<file path="src/rtl/alu_pkg.sv">
// Shared ALU definitions: opcodes, writeback destination codes and the
// result-stage state encoding.
package alu_pkg;

    localparam logic [4:0] OP_ADD = 5'b00000;
    localparam logic [4:0] OP_SUB = 5'b00001;
    localparam logic [4:0] OP_MUL = 5'b00010;
    localparam logic [4:0] OP_DIV = 5'b00011;
    localparam logic [4:0] OP_AND = 5'b00100;
    localparam logic [4:0] OP_OR  = 5'b00101;
    localparam logic [4:0] OP_SHL = 5'b00110;
    localparam logic [4:0] OP_SHR = 5'b00111;

    typedef enum logic [1:0] {
        WB_NONE = 2'b00,
        WB_GP   = 2'b01,
        WB_LO   = 2'b10,
        WB_HI   = 2'b11
    } wb_dest_t;

    typedef enum logic [1:0] {
        ST_IDLE,
        ST_WB_LO,
        ST_WB_HI
    } wb_state_t;

endpackage

</file>
<file path="src/rtl/alu_flags.sv">
// Zero/negative condition flags of an ALU result; narrow ops look only at
// the low WIDTH bits.
module alu_flags #(
    parameter int unsigned WIDTH = 32
) (
    input  logic [2*WIDTH-1:0] result,
    input  logic               wide,
    output logic               zero,
    output logic               neg
);

    always_comb begin
        zero = 1'b0;
        neg  = 1'b0;
        if (wide) begin
            zero = (result == '0);
            neg  = result[2*WIDTH-1];
        end else begin
            zero = (result[WIDTH-1:0] == '0);
            neg  = result[WIDTH-1];
        end
    end

endmodule

</file>
<file path="src/rtl/alu_result_stage.sv">
// Captures the ALU result, computes flags and writes it back over the
// datapath bus in one (narrow) or two (mul/div: LO then HI) handshaked beats.
module alu_result_stage
    import alu_pkg::*;
#(
    parameter int unsigned WIDTH   = 32,
    parameter logic [4:0]  MUL_SEL = OP_MUL,
    parameter logic [4:0]  DIV_SEL = OP_DIV
) (
    input  logic               Clock,
    input  logic               Clear,
    input  logic               Zin,
    input  logic [4:0]         Control,
    input  logic [2*WIDTH-1:0] reg_C,
    input  logic               wb_ready,
    output logic [WIDTH-1:0]   bus_out,
    output logic               bus_valid,
    output logic [1:0]         wb_dest,
    output logic               busy,
    output logic               flag_zero,
    output logic               flag_neg,
    output logic               overrun
);

    wb_state_t        state, state_next;
    logic [WIDTH-1:0] z_lo, z_hi;
    logic             wide;
    logic             in_wide;
    logic             new_zero, new_neg;
    logic             final_accept;
    logic             capture;

    assign in_wide = (Control == MUL_SEL) || (Control == DIV_SEL);

    alu_flags #(.WIDTH(WIDTH)) u_flags (
        .result (reg_C),
        .wide   (in_wide),
        .zero   (new_zero),
        .neg    (new_neg)
    );

    // A capture is allowed when idle or on the cycle the last beat is taken,
    // which lets back-to-back results stream without an IDLE bubble.
    assign final_accept = wb_ready &&
                          ((state == ST_WB_HI) || (state == ST_WB_LO && !wide));
    assign capture      = Zin && ((state == ST_IDLE) || final_accept);

    always_ff @(posedge Clock) begin
        if (Clear) begin
            state     <= ST_IDLE;
            z_lo      <= '0;
            z_hi      <= '0;
            wide      <= 1'b0;
            flag_zero <= 1'b0;
            flag_neg  <= 1'b0;
            overrun   <= 1'b0;
        end else begin
            state <= state_next;
            if (capture) begin
                z_lo      <= reg_C[WIDTH-1:0];
                z_hi      <= reg_C[2*WIDTH-1:WIDTH];
                wide      <= in_wide;
                flag_zero <= new_zero;
                flag_neg  <= new_neg;
            end else if (Zin) begin
                overrun <= 1'b1;
            end
        end
    end

    always_comb begin
        state_next = state;
        if (capture) begin
            state_next = ST_WB_LO;
        end else begin
            unique case (state)
                ST_IDLE:  state_next = ST_IDLE;
                ST_WB_LO: if (wb_ready) state_next = wide ? ST_WB_HI : ST_IDLE;
                ST_WB_HI: if (wb_ready) state_next = ST_IDLE;
                default:  state_next = ST_IDLE;
            endcase
        end
    end

    always_comb begin
        bus_out   = '0;
        bus_valid = 1'b0;
        wb_dest   = WB_NONE;
        busy      = 1'b0;
        unique case (state)
            ST_WB_LO: begin
                bus_out   = z_lo;
                bus_valid = 1'b1;
                wb_dest   = wide ? WB_LO : WB_GP;
                busy      = 1'b1;
            end
            ST_WB_HI: begin
                bus_out   = z_hi;
                bus_valid = 1'b1;
                wb_dest   = WB_HI;
                busy      = 1'b1;
            end
            default: ;
        endcase
    end

endmodule

</file>
<file path="config.mk">
export PLATFORM = sky130hd
export DESIGN_NAME = alu_result_stage
export DESIGN_NICKNAME = d
export VERILOG_FILES = /design/src/rtl/alu_pkg.sv /design/src/rtl/alu_flags.sv /design/src/rtl/alu_result_stage.sv
export SDC_FILE = /design/constraint.sdc
export NUM_CORES = 1
export LEC_CHECK = 0
export BUFFER_PORTS_ARGS = -buffer_cell sky130_fd_sc_hd__buf_4
export CAP_MARGIN = 5
export CORE_MARGIN = 10
export CORE_UTILIZATION = 25
export DETAILED_ROUTE_END_ITERATION = 8
export PLACE_DENSITY = 0.55
export SLEW_MARGIN = 20
export SYNTH_ARGS = -nofsm -noshare
export SYNTH_HDL_FRONTEND = slang
export SYNTH_SLANG_ARGS = --single-unit
</file>
<file path="constraint.sdc">
create_clock -name Clock -period 2.61 [get_ports Clock]
set_input_delay 0.522 -clock Clock [delete_from_list [all_inputs] [get_ports Clock]]
set_output_delay 0.522 -clock Clock [all_outputs]
set_load 0.02 [all_outputs]
</file>
Word-level counts from Yosys, hierarchy flattened
Cells that the tools add are included.
- register bits: 70
- input port bits: 73
- output and inout port bits: 39
- logic and storage cells: 43
- eq/ne operators: 8
- muxes and demuxes: 11
- bitwise gates (word level): 1
- reduce and logical (&&, ||, !) cells: 15
- operator list (cell ; number):
    $logic_not A64 Y1 ; 1
    $pmux W32 S2 ; 1
    $logic_not A32 Y1 ; 1
    $eq A5 B2 Y1 const B ; 2
    $mux W2 ; 4
    $pmux W2 S2 ; 2
    $ne A3 B3 Y1 const B ; 2
    $reduce_and A2 Y1 ; 3
    $mux W1 ; 4
    $ne A2 B2 Y1 const B ; 2
    $reduce_or A2 Y1 ; 2
    $logic_and A1 B1 Y1 ; 3
    $logic_or A1 B1 Y1 ; 3
    $eq A2 B1 Y1 const B ; 1
    $eq A2 B2 Y1 const B ; 1
    $logic_not A2 Y1 ; 1
    $logic_not A1 Y1 ; 1
    $not A1 Y1 ; 1

Logic depth before layout (Yosys ltp)
Gate-level depths: netlist (run 1).
- depth in word-level cells: 8
- depth in mapped cells: 9
- depth with buffers taken out: 6

Cells and area by module
From an unflattened synthesis (run 1), not the netlist that was laid out.
- cell total of the unflattened synthesis: 414
- area, all modules: 3515.9 um^2
- modules (own cells, without submodules) (module ; instances ; cells an instance ; area an instance (um^2) ; seq. area each (um^2)):
    alu_result_stage ; 1 ; 391 ; 3355.7 ; 1401.3
    alu_flags ; 1 ; 23 ; 160.2 ; 0.0

Least setup slack after synthesis (run 1)
Ideal clock, no wire load.
- kind: reg2out
- start point: register state[0]
- end point: output bus_out[1]
- arrival time: 1.455 ns
- required time: 2.088 ns
- setup slack: 0.633 ns
- stages on the path, launching flop included: 5
- cells stage by stage: dfxtp_1 -> inv_1 -> ha_1 -> clkbuf_1 -> nor2b_1
- cells in the longest elaborated chain, start to end: 2
- elaborated cells on any way between the ends: 3
- RTL lines (what ; line ; RTL):
    start: declaration ; alu_result_stage.sv:25 ; wb_state_t state, state_next;
    start signal: assignment ; alu_result_stage.sv:58 ; state <= state_next;
    $eq A2 B2 Y1 / $eq A2 B1 Y1 (equally long branches) ; alu_result_stage.sv:90 ; unique case (state)
    $pmux W32 S2 * ; alu_result_stage.sv:90 ;
    end: declaration ; alu_result_stage.sv:16 ; output logic [WIDTH-1:0] bus_out,
Every way passes the cells marked *; elsewhere a longest branch is shown, timed or not.

Worst setup path in the final report (run 1)
- start point: register state[1]
- end point: output bus_out[27]
The elaborated chain is that of the path after synthesis.

==> flow_metrics.tcl, run 1 <==
set metrics [dict create \
    synth_area_um2 3210 \
    clk_pin_slew_ns 0.06 \
    antenna_found_initial 0 \
    synth_edf_count 0 \
    vias 3263 \
    slowest_delay_ns 0.40 \
    fmax_mhz 418 \
    hold_viol 0 \
    yosysWarnings 0 \
    critPathTopFamily "buffers and inverters" \
    wirelength_um 11200 \
    cp-start-kind "register" \
    track_usage 0.122 \
    gp_congestion 0.790 \
    die_w_um 133 \
    rsz0062_at_grt "false" \
    ys_seq_area_frac 0.437 \
    crit_slowest_cell "ha_2" \
    setup_viol 0 \
    ff2ff_path_depth 7 \
    required_ns 2.09 \
    cts_buffer_depth 2 \
    postCtsHoldBufs 0 \
    route.detailed.drc 0 \
    post-route-util 0.361 \
    drv_cap 0 \
    cts_tree "done" \
    grt_max_degree 44 \
    grt_pass1_vias 3368 \
    firstDrtPassIters 4 \
    cp-end-kind "output pin" \
    skew_ns 0.00952 \
    ant_nets 0 \
    synth.top_cells.by_area "dfxtp_1, nand2_1, a21oi_1, a22oi_1, nor2b_1" \
    cts_buffers 9 \
    final_nets 592 \
    period_share 0.917 \
    hp-class "primary input to register" \
    h-tree-depth 3 \
    vias_per_cell 4.71 \
    hold_start "reg_C[3]" \
    ys_types 28 \
    tightestPinTransition_ns 0.575 \
    crit_type "register to output pin" \
    synth-seq-cells 70 \
    fin_setup_tns_ns 0 \
    area_delta_synth_final_pct 41.6 \
    synth_top_area_cell "dfxtp_1" \
    fin_crit_ns 2.39 \
    wl_per_cell_um 16.2 \
    syn_inst 416 \
    grt_pass1_wl_um 17600 \
    leakage_nw 1.77 \
    post_cts_resize_count 0 \
    whs_endpoint "z_lo[3]$_SDFFE_PP0P_" \
    synthTopCellsByCount "nand2_1, dfxtp_1, a21oi_1" \
    holdPathStages 3 \
    fillers 1349 \
    r2r_slack_ns 0.55 \
    dpl.hpwl_um 8360 \
    slew_headroom 0.613 \
    r2r-start "state[1]$_SDFFE_PP0P_" \
    crit_top_cell "buf_4" \
    cp.buffers_inverters 3 \
    worstPathArrival_ns 1.87 \
    core_area_um2 12600 \
    report.final.slew_viol_count 0 \
    cts_root_buffer "clkbuf_16" \
    synth_ff_type "dfxtp_1" \
    holdWs_ns 0.452 \
    port_buffers 110 \
    cts.sinks 70 \
    antenna_cells 0 \
    power_density_nw_per_um2 679 \
    crit_chain "inv_1 > ha_2 > buf_4 > a22oi_1 > nor2b_1 > buf_4" \
    async_flop_share 0 \
    io_pins 112 \
    drtIter0Drc 184 \
    drive_gt1_frac 0.278 \
    crit_path_max_fanout 13 \
    syn-mean-instance-area_um2 7.71 \
    synth.most_common_cell "nand2_1" \
    clock_latency_ns 0.33 \
    start_util 0.255 \
    grt_overflow 0 \
    row_count 41 \
    r2r-end "flag_zero$_SDFFE_PP0P_" \
    vdd_drop_max_mv 0.252 \
    fp.dieH_um 133 \
    floorplan.die_area_um2 17800 \
    status "finished, final reports clean" \
    yosys.area.top_type_share 0.437 \
    synth_nets 492 \
    cts_setup_buffers 0 \
]
-- cells in the final DEF (no fill, tap or decap) --
cell / count
buf_4: 124
nand3_1: 1
nor4b_1: 1
nor2b_1: 33
nor3_1: 2
o31ai_4: 1
o21ai_0: 2
clkinv_4: 1
clkbuf_8: 2
ha_2: 1
a22o_1: 1
a22oi_1: 32
nor4_1: 16
o21a_1: 2
a32oi_1: 1
nor2_1: 7
mux2i_1: 1
nand4_1: 3
dfxtp_1: 70
clkbuf_16: 9
ha_1: 2
a211oi_2: 1
o31a_2: 1
bufinv_16: 4
nor2b_4: 1
nand2_1: 131
a31oi_1: 1
a21oi_1: 67
inv_1: 3
-- power by group --
group	switching, W	leakage, nW	internal (W)	total [W]
clock network	0.000454	0.186	0.00108	0.00154
registers	0.0000364	0.575	0.00114	0.00117
logic	0.000208	1.01	0.000164	0.000373
total	0.000699	1.77	0.00239	0.00308
-- stage by stage --
stage / power (W) / area (µm²) / instances / setup WS (ns)
detailed placement: 0.00157 / 4160 / 677 / 0.360
global placement: 0.00156 / 4160 / 677 / 0.402
global route: 0.00321 / 4540 / 693 / 0.113
finish: 0.00308 / 4540 / 693 / 0.217
floorplan: 0.00141 / 3210 / 416 / 0.633
CTS: 0.00312 / 4540 / 693 / 0.0402
-- cells by family (layout without fill, tap and decap cells) --
group	count (synthesis)	after routing	share of synthesized area
multiplexers	1	1	0.00312
flip-flops	70	70	0.437
adder cells (fa/ha/maj)	3	3	0.0117
AND/OR/NAND/NOR	195	195	0.275
AO/OA/AOI/OAI	109	109	0.208
buffers and inverters	38	143	0.0655
-- layer usage --
metal  vias to the layer above  track usage  part of all wire
met2                       100        0.198              0.47
met5                         -            0                 0
met1                      1543        0.152              0.46
li1                       1615            -                 -
met3                         5       0.0410             0.059
met4                         0       0.0290            0.0047
-- cell type report --
class	count	area (µm²)	share of cell area
clock buffers	11	253	0.0557
inverters	3	11.3	0.00248
clock inverters	5	129	0.0284
flip-flops and latches	70	1400	0.309
well taps	172	215	0.0474
multi-input cells	308	1600	0.352
repair buffers	124	931	0.205
-- registers in the layout (all words and copies together) (netlist names) --
signal     count
overrun        1
flag_neg       1
state          2
wide           1
flag_zero      1
z_hi          32
z_lo          32
-- how the worst max path moves through the flow --
| stage | from | endpoint | slack, ns | cells past startpoint |
|---|---|---|---|---|
| 2_1_floorplan | state[0]$_SDFFE_PP0P_ | bus_out[1] | 0.63 | 4 |
| 3_3_place_gp | state[1]$_SDFFE_PP0P_ | flag_zero$_SDFFE_PP0P_ | 0.40 | 7 |
| 3_5_place_dp | state[1]$_SDFFE_PP0P_ | flag_zero$_SDFFE_PP0P_ | 0.36 | 7 |
| 4_1_cts | state[1]$_SDFFE_PP0P_ | bus_out[27] | 0.04 | 6 |
| 5_1_grt | state[1]$_SDFFE_PP0P_ | bus_out[27] | 0.11 | 6 |
| 6_report | state[1]$_SDFFE_PP0P_ | bus_out[27] | 0.22 | 6 |
-- worst reg2reg max path, cell delays in order, from the launching register on --
cell and delay, ns:
dfxtp_1 0.32, inv_1 0.08, ha_2 0.40, nor2b_4 0.27, o31a_2 0.15, buf_4 0.39, nor2_1 0.09, a22o_1 0.24
No activity file was read; power rests on OpenSTA's default activity.
==> run 2, diff against run 1 <==
--- a/config.mk
+++ b/config.mk
@@ -8,9 +8,9 @@
 export BUFFER_PORTS_ARGS = -buffer_cell sky130_fd_sc_hd__buf_4
 export CAP_MARGIN = 5
 export CORE_MARGIN = 10
-export CORE_UTILIZATION = 25
+export CORE_UTILIZATION = 30
 export DETAILED_ROUTE_END_ITERATION = 8
-export PLACE_DENSITY = 0.55
+export PLACE_DENSITY = 0.62
 export SLEW_MARGIN = 20
 export SYNTH_ARGS = -nofsm -noshare
 export SYNTH_HDL_FRONTEND = slang
==> constraint.sdc (replaced) <==
create_clock -name Clock -period 2.62 [get_ports Clock]
set_input_delay 0.524 -clock Clock [delete_from_list [all_inputs] [get_ports Clock]]
set_output_delay 0.524 -clock Clock [all_outputs]
set_load 0.02 [all_outputs]
==> run 2 against run 1 <==
  * Register-to-register slack improved by 0.04 ns
  * Sequential share of layout area is 1.4 points higher
  * Final area shrank 4.3%
  * Critical path type unchanged
  * Largest cell class unchanged
==> flow_metrics.tcl, run 2 (same netlist as run 1, synthesis figures left out) <==
set metrics [dict create \
    status "finished, final reports clean" \
    cts_buffers 9 \
    reg.largest.list "z_hi: 32 flops, z_lo: 32 flops, state: 2 flops" \
    cts.sinks 70 \
    dpl.hpwl_um 7780 \
    vias_per_cell 4.94 \
    report.final.slew_viol_count 0 \
    antenna_found_initial 0 \
    cts_setup_buffers 0 \
    hold_viol 0 \
    power_density_nw_per_um2 594 \
    vdd_drop_max_mv 0.299 \
    gp_congestion 0.785 \
    slew_headroom 0.504 \
    row_count 37 \
    fillers 1106 \
    crit_type "register to output pin" \
    required_ns 2.10 \
    leakage_nw 1.68 \
    fmax_mhz 408 \
    cts_buffer_depth 2 \
    start_util 0.309 \
    multi_input_area_um2 1610 \
    firstDrtPassIters 5 \
    wl_per_cell_um 16.3 \
    track_usage 0.138 \
    vias 3225 \
    final_common_cell "nand2_1" \
    cp-start-kind "register" \
    h-tree-depth 3 \
    grt_pass1_vias 3327 \
    final_nets 588 \
    area_delta_synth_final_pct 35.5 \
    setup_viol 0 \
    drv_cap 0 \
    tightestPinTransition_ns 0.733 \
    clock_latency_ns 0.34 \
    fin_crit_ns 2.45 \
    final_cell_mix "nand2_1, buf_4, dfxtp_1" \
    core_area_um2 10400 \
    cts_tree "done" \
    antenna_cells 0 \
    skew_ns 0.00833 \
    crit_path_max_fanout 13 \
    grt_overflow 0 \
    cp-end-kind "output pin" \
    fin_setup_tns_ns 0 \
    grt_pass1_wl_um 16700 \
    ant_nets 0 \
    clk_pin_slew_ns 0.08 \
    cts_root_buffer "clkbuf_8" \
    io_pins 112 \
    regArea_um2 1400 \
    worstPathArrival_ns 1.92 \
    port_buffers 110 \
    route.detailed.drc 0 \
    post-route-util 0.419 \
    hp-class "primary input to register" \
    grt_max_degree 58 \
    drive_gt1_frac 0.273 \
    postCtsHoldBufs 0 \
    drtIter0Drc 206 \
    wirelength_um 10600 \
    period_share 0.935 \
    floorplan.die_area_um2 15200 \
    fp.dieH_um 123 \
    die_w_um 123 \
    rsz0062_at_grt "false" \
]
## run 2: cell count changes in the layout (fill, tap and decap cells not counted), sizes merged
cell / delta
clkinvlp: +2
bufinv: -1
clkbuf: -1
buf: -4
## run 2: what timing repair did
action	CTS	global route
setup endpoints to repair	21	19
gates cloned	0	0
gates resized for setup	1	2
## run 2: final timing paths
| check | endpoint | from | depth (start not counted) | slack [ns] |
|---|---|---|---|---|
| worst max-delay path | bus_out[20] | state[0]$_SDFFE_PP0P_ | 5 | 0.17 |
| worst min register to register | z_hi[20]$_SDFFE_PP0P_ | z_hi[20]$_SDFFE_PP0P_ | 2 | 0.46 |
| worst min-delay path | z_hi[6]$_SDFFE_PP0P_ | reg_C[38] | 3 | 0.43 |
| worst max register to register | z_hi[9]$_SDFFE_PP0P_ | state[1]$_SDFFE_PP0P_ | 7 | 0.59 |
## run 2: where the power goes
group          total (W)  internal [W]  leakage (nW)  switching (W)
Clock            0.00104      0.000631         0.112       0.000413
Combinational   0.000369      0.000166         0.991       0.000203
Sequential       0.00117       0.00113         0.575      0.0000358
Total            0.00258       0.00193          1.68       0.000651
## run 2: layer usage
metal | track usage | share of wire | vias up
li1 | - | - | 1610
met1 | 0.170 | 0.45 | 1511
met2 | 0.221 | 0.46 | 90
met3 | 0.0378 | 0.062 | 14
met4 | 0.0611 | 0.023 | 0
met5 | 0 | 0 | -
## run 2: stage by stage
stage / cells / setup slack [ns] / total power, W / hold slack [ns] / area [µm²]
floorplan: 416 / 0.641 / 0.00140 / 0.436 / 3210
global placement: 637 / 0.269 / 0.00155 / 0.442 / 4090
detailed placement: 637 / 0.223 / 0.00156 / 0.447 / 4090
CTS: 653 / 0.0636 / 0.00261 / 0.414 / 4330
global route: 653 / 0.0867 / 0.00269 / 0.416 / 4350
finish: 653 / 0.171 / 0.00258 / 0.434 / 4350
## run 2: cell type report
cell class | count | share of cell area
Tap cell | 136 | 0.0392
Clock inverter | 6 | 0.0253
Multi-Input combinational cell | 308 | 0.371
Sequential cell | 70 | 0.322
Timing Repair Buffer | 120 | 0.210
Clock buffer | 10 | 0.0294
Inverter | 3 | 0.00259
## run 2: critical path, cell delays in order, from the launching register on
cell and delay [ns]:
dfxtp_1 0.40, inv_1 0.09, ha_2 0.46, buf_4 0.23, nor2b_1 0.23, buf_4 0.18
==> run 3, diff against run 2 <==
--- a/config.mk
+++ b/config.mk
@@ -10,6 +10,7 @@
 export CORE_MARGIN = 10
 export CORE_UTILIZATION = 30
 export DETAILED_ROUTE_END_ITERATION = 8
+export GPL_TIMING_DRIVEN = 0
 export PLACE_DENSITY = 0.62
 export SLEW_MARGIN = 20
 export SYNTH_ARGS = -nofsm -noshare
==> run 3 against run 2 <==
  * Cell count up 3.5%
  * Utilization is 0.27 points higher
  * Total power decreased by 9.3%
  * Non-clock buffer count grew 24
  * Critical path depth unchanged
  * Register-to-register slack gained 0.22 ns
==> flow_metrics.tcl, run 3 (same netlist as run 1, synthesis figures left out) <==
set metrics [dict create \
    r2r-end "z_lo[19]$_SDFFE_PP0P_" \
    r2r-start "state[1]$_SDFFE_PP0P_" \
    cp-end-kind "output pin" \
    tightestPinTransition_ns 0.846 \
    cts_buffers 9 \
    dpl.hpwl_um 8880 \
    final_nets 612 \
    multi_input_area_um2 1600 \
    antenna_found_initial 0 \
    ant_nets 0 \
    placed_cell_area_um2 4200 \
    reg.largest.list "z_hi: 32 flops, z_lo: 32 flops, state: 2 flops" \
    whs_endpoint "z_hi[4]$_SDFFE_PP0P_" \
    skew_ns 0.00376 \
    antenna_cells 0 \
    regArea_um2 1400 \
    p_total_w 0.00234 \
    drtIter0Drc 212 \
    p_int_w 0.00170 \
    p_sw_w 0.000636 \
    crit_path_max_fanout 10 \
    core_area_um2 10400 \
    final_common_cell "nand2_1" \
    power_density_nw_per_um2 535 \
    swShare 0.272 \
    rsz0062_at_grt "true" \
    track_usage 0.151 \
    r2r_slack_ns 0.81 \
    crit_type "register to output pin" \
    fin_crit_ns 2.50 \
    grt_max_degree 11 \
    start_util 0.309 \
    row_count 37 \
    worstPathArrival_ns 1.98 \
    clk_pin_slew_ns 0.07 \
    cts.sinks 70 \
    drive_gt1_frac 0.278 \
    wl_per_cell_um 16.8 \
    fp.dieH_um 123 \
    io_pins 112 \
    setup_viol 0 \
    leakage_nw 1.73 \
    vias 3328 \
    grt_pass1_vias 3489 \
    slew_headroom 0.428 \
    final_cell_mix "nand2_1, buf_4, dfxtp_1" \
    wirelength_um 11400 \
    grt_overflow 0 \
    pre_cts_slack_ns 0.316 \
    final_area_um2 4370 \
    holdWs_ns 0.436 \
    report.final.slew_viol_count 0 \
    fin_ws_ns 0.119 \
    route.detailed.drc 0 \
    drv_cap 0 \
    hold_viol 0 \
    status "finished, final reports clean" \
    holdPathStages 3 \
    hp-class "primary input to register" \
    firstDrtPassIters 5 \
    gp_congestion 0.889 \
    vdd_drop_max_mv 0.239 \
    cts_root_buffer "clkbuf_8" \
    seq_power_share 0.499 \
    required_ns 2.10 \
    p_clk_frac 0.331 \
    period_share 0.954 \
    fmax_mhz 400 \
    cp-start-kind "register" \
    fillers 1120 \
    vias_per_cell 4.92 \
    cts_tree "done" \
    comb_power_share 0.170 \
    port_buffers 109 \
    grt_pass1_wl_um 17900 \
    cts_buffer_depth 2 \
    hold_start "reg_C[36]" \
    die_w_um 123 \
    clock_latency_ns 0.34 \
    h-tree-depth 3 \
    floorplan.die_area_um2 15200 \
    ff2ff_path_depth 9 \
    area_delta_synth_final_pct 36.4 \
]
-- run 3: layout make-up --
| class | count | share of cell area |
|---|---|---|
| flip-flops and latches | 70 | 0.320 |
| plain buffers | 35 | 0.0478 |
| repair buffers | 109 | 0.187 |
| multi-input cells | 308 | 0.365 |
| clock inverters | 1 | 0.00114 |
| clock buffers | 14 | 0.0372 |
| well taps | 136 | 0.0389 |
| inverters | 3 | 0.00258 |
-- run 3: worst max-delay path by stage --
stage                     startpoint          end
2_1_floorplan  state[0]$_SDFFE_PP0P_   bus_out[1]
5_1_grt        state[1]$_SDFFE_PP0P_  bus_out[26]
4_1_cts        state[0]$_SDFFE_PP0P_  bus_out[21]
3_5_place_dp   state[0]$_SDFFE_PP0P_  bus_out[31]
6_report       state[0]$_SDFFE_PP0P_  bus_out[21]
3_3_place_gp   state[0]$_SDFFE_PP0P_  bus_out[31]
-- run 3: power by group through the flow --
stage / sequential [W] / clock [W] / combinational (W)
2_1_floorplan: 0.00118 / 0 / 0.000218
3_3_place_gp: 0.00119 / 0 / 0.000389
3_5_place_dp: 0.00119 / 0 / 0.000396
4_1_cts: 0.00117 / 0.000796 / 0.000398
5_1_grt: 0.00117 / 0.000844 / 0.000440
6_report: 0.00117 / 0.000774 / 0.000397
-- run 3: per-layer routing --
| layer | global-route usage | vias to the layer above | routed length, µm |
|---|---|---|---|
| met5 | 0 | - | 0 |
| met4 | 0.0364 | 0 | 152 |
| met3 | 0.0574 | 12 | 875 |
| met2 | 0.246 | 104 | 5360 |
| met1 | 0.183 | 1551 | 4960 |
| li1 | - | 1661 | - |
-- run 3: stage by stage --
step,cells,TNS [ns],util
2_1_floorplan,416,0,-
3_3_place_gp,661,0,0.405
3_5_place_dp,661,0,0.405
4_1_cts,676,0,0.421
5_1_grt,676,-0.0665,0.422
6_report,676,0,0.422
-- run 3: critical path, stage by stage (launching register included) --
cell and delay, ns:
dfxtp_1 0.35, inv_1 0.07, ha_1 0.52, clkbuf_2 0.28, nor2b_1 0.23, buf_4 0.18
-- run 3: what timing repair did --
action,4_1_cts,5_1_grt
setup endpoints to repair,2,28
gates resized for setup,1,14
buffers inserted,0,0
hold buffers,0,0
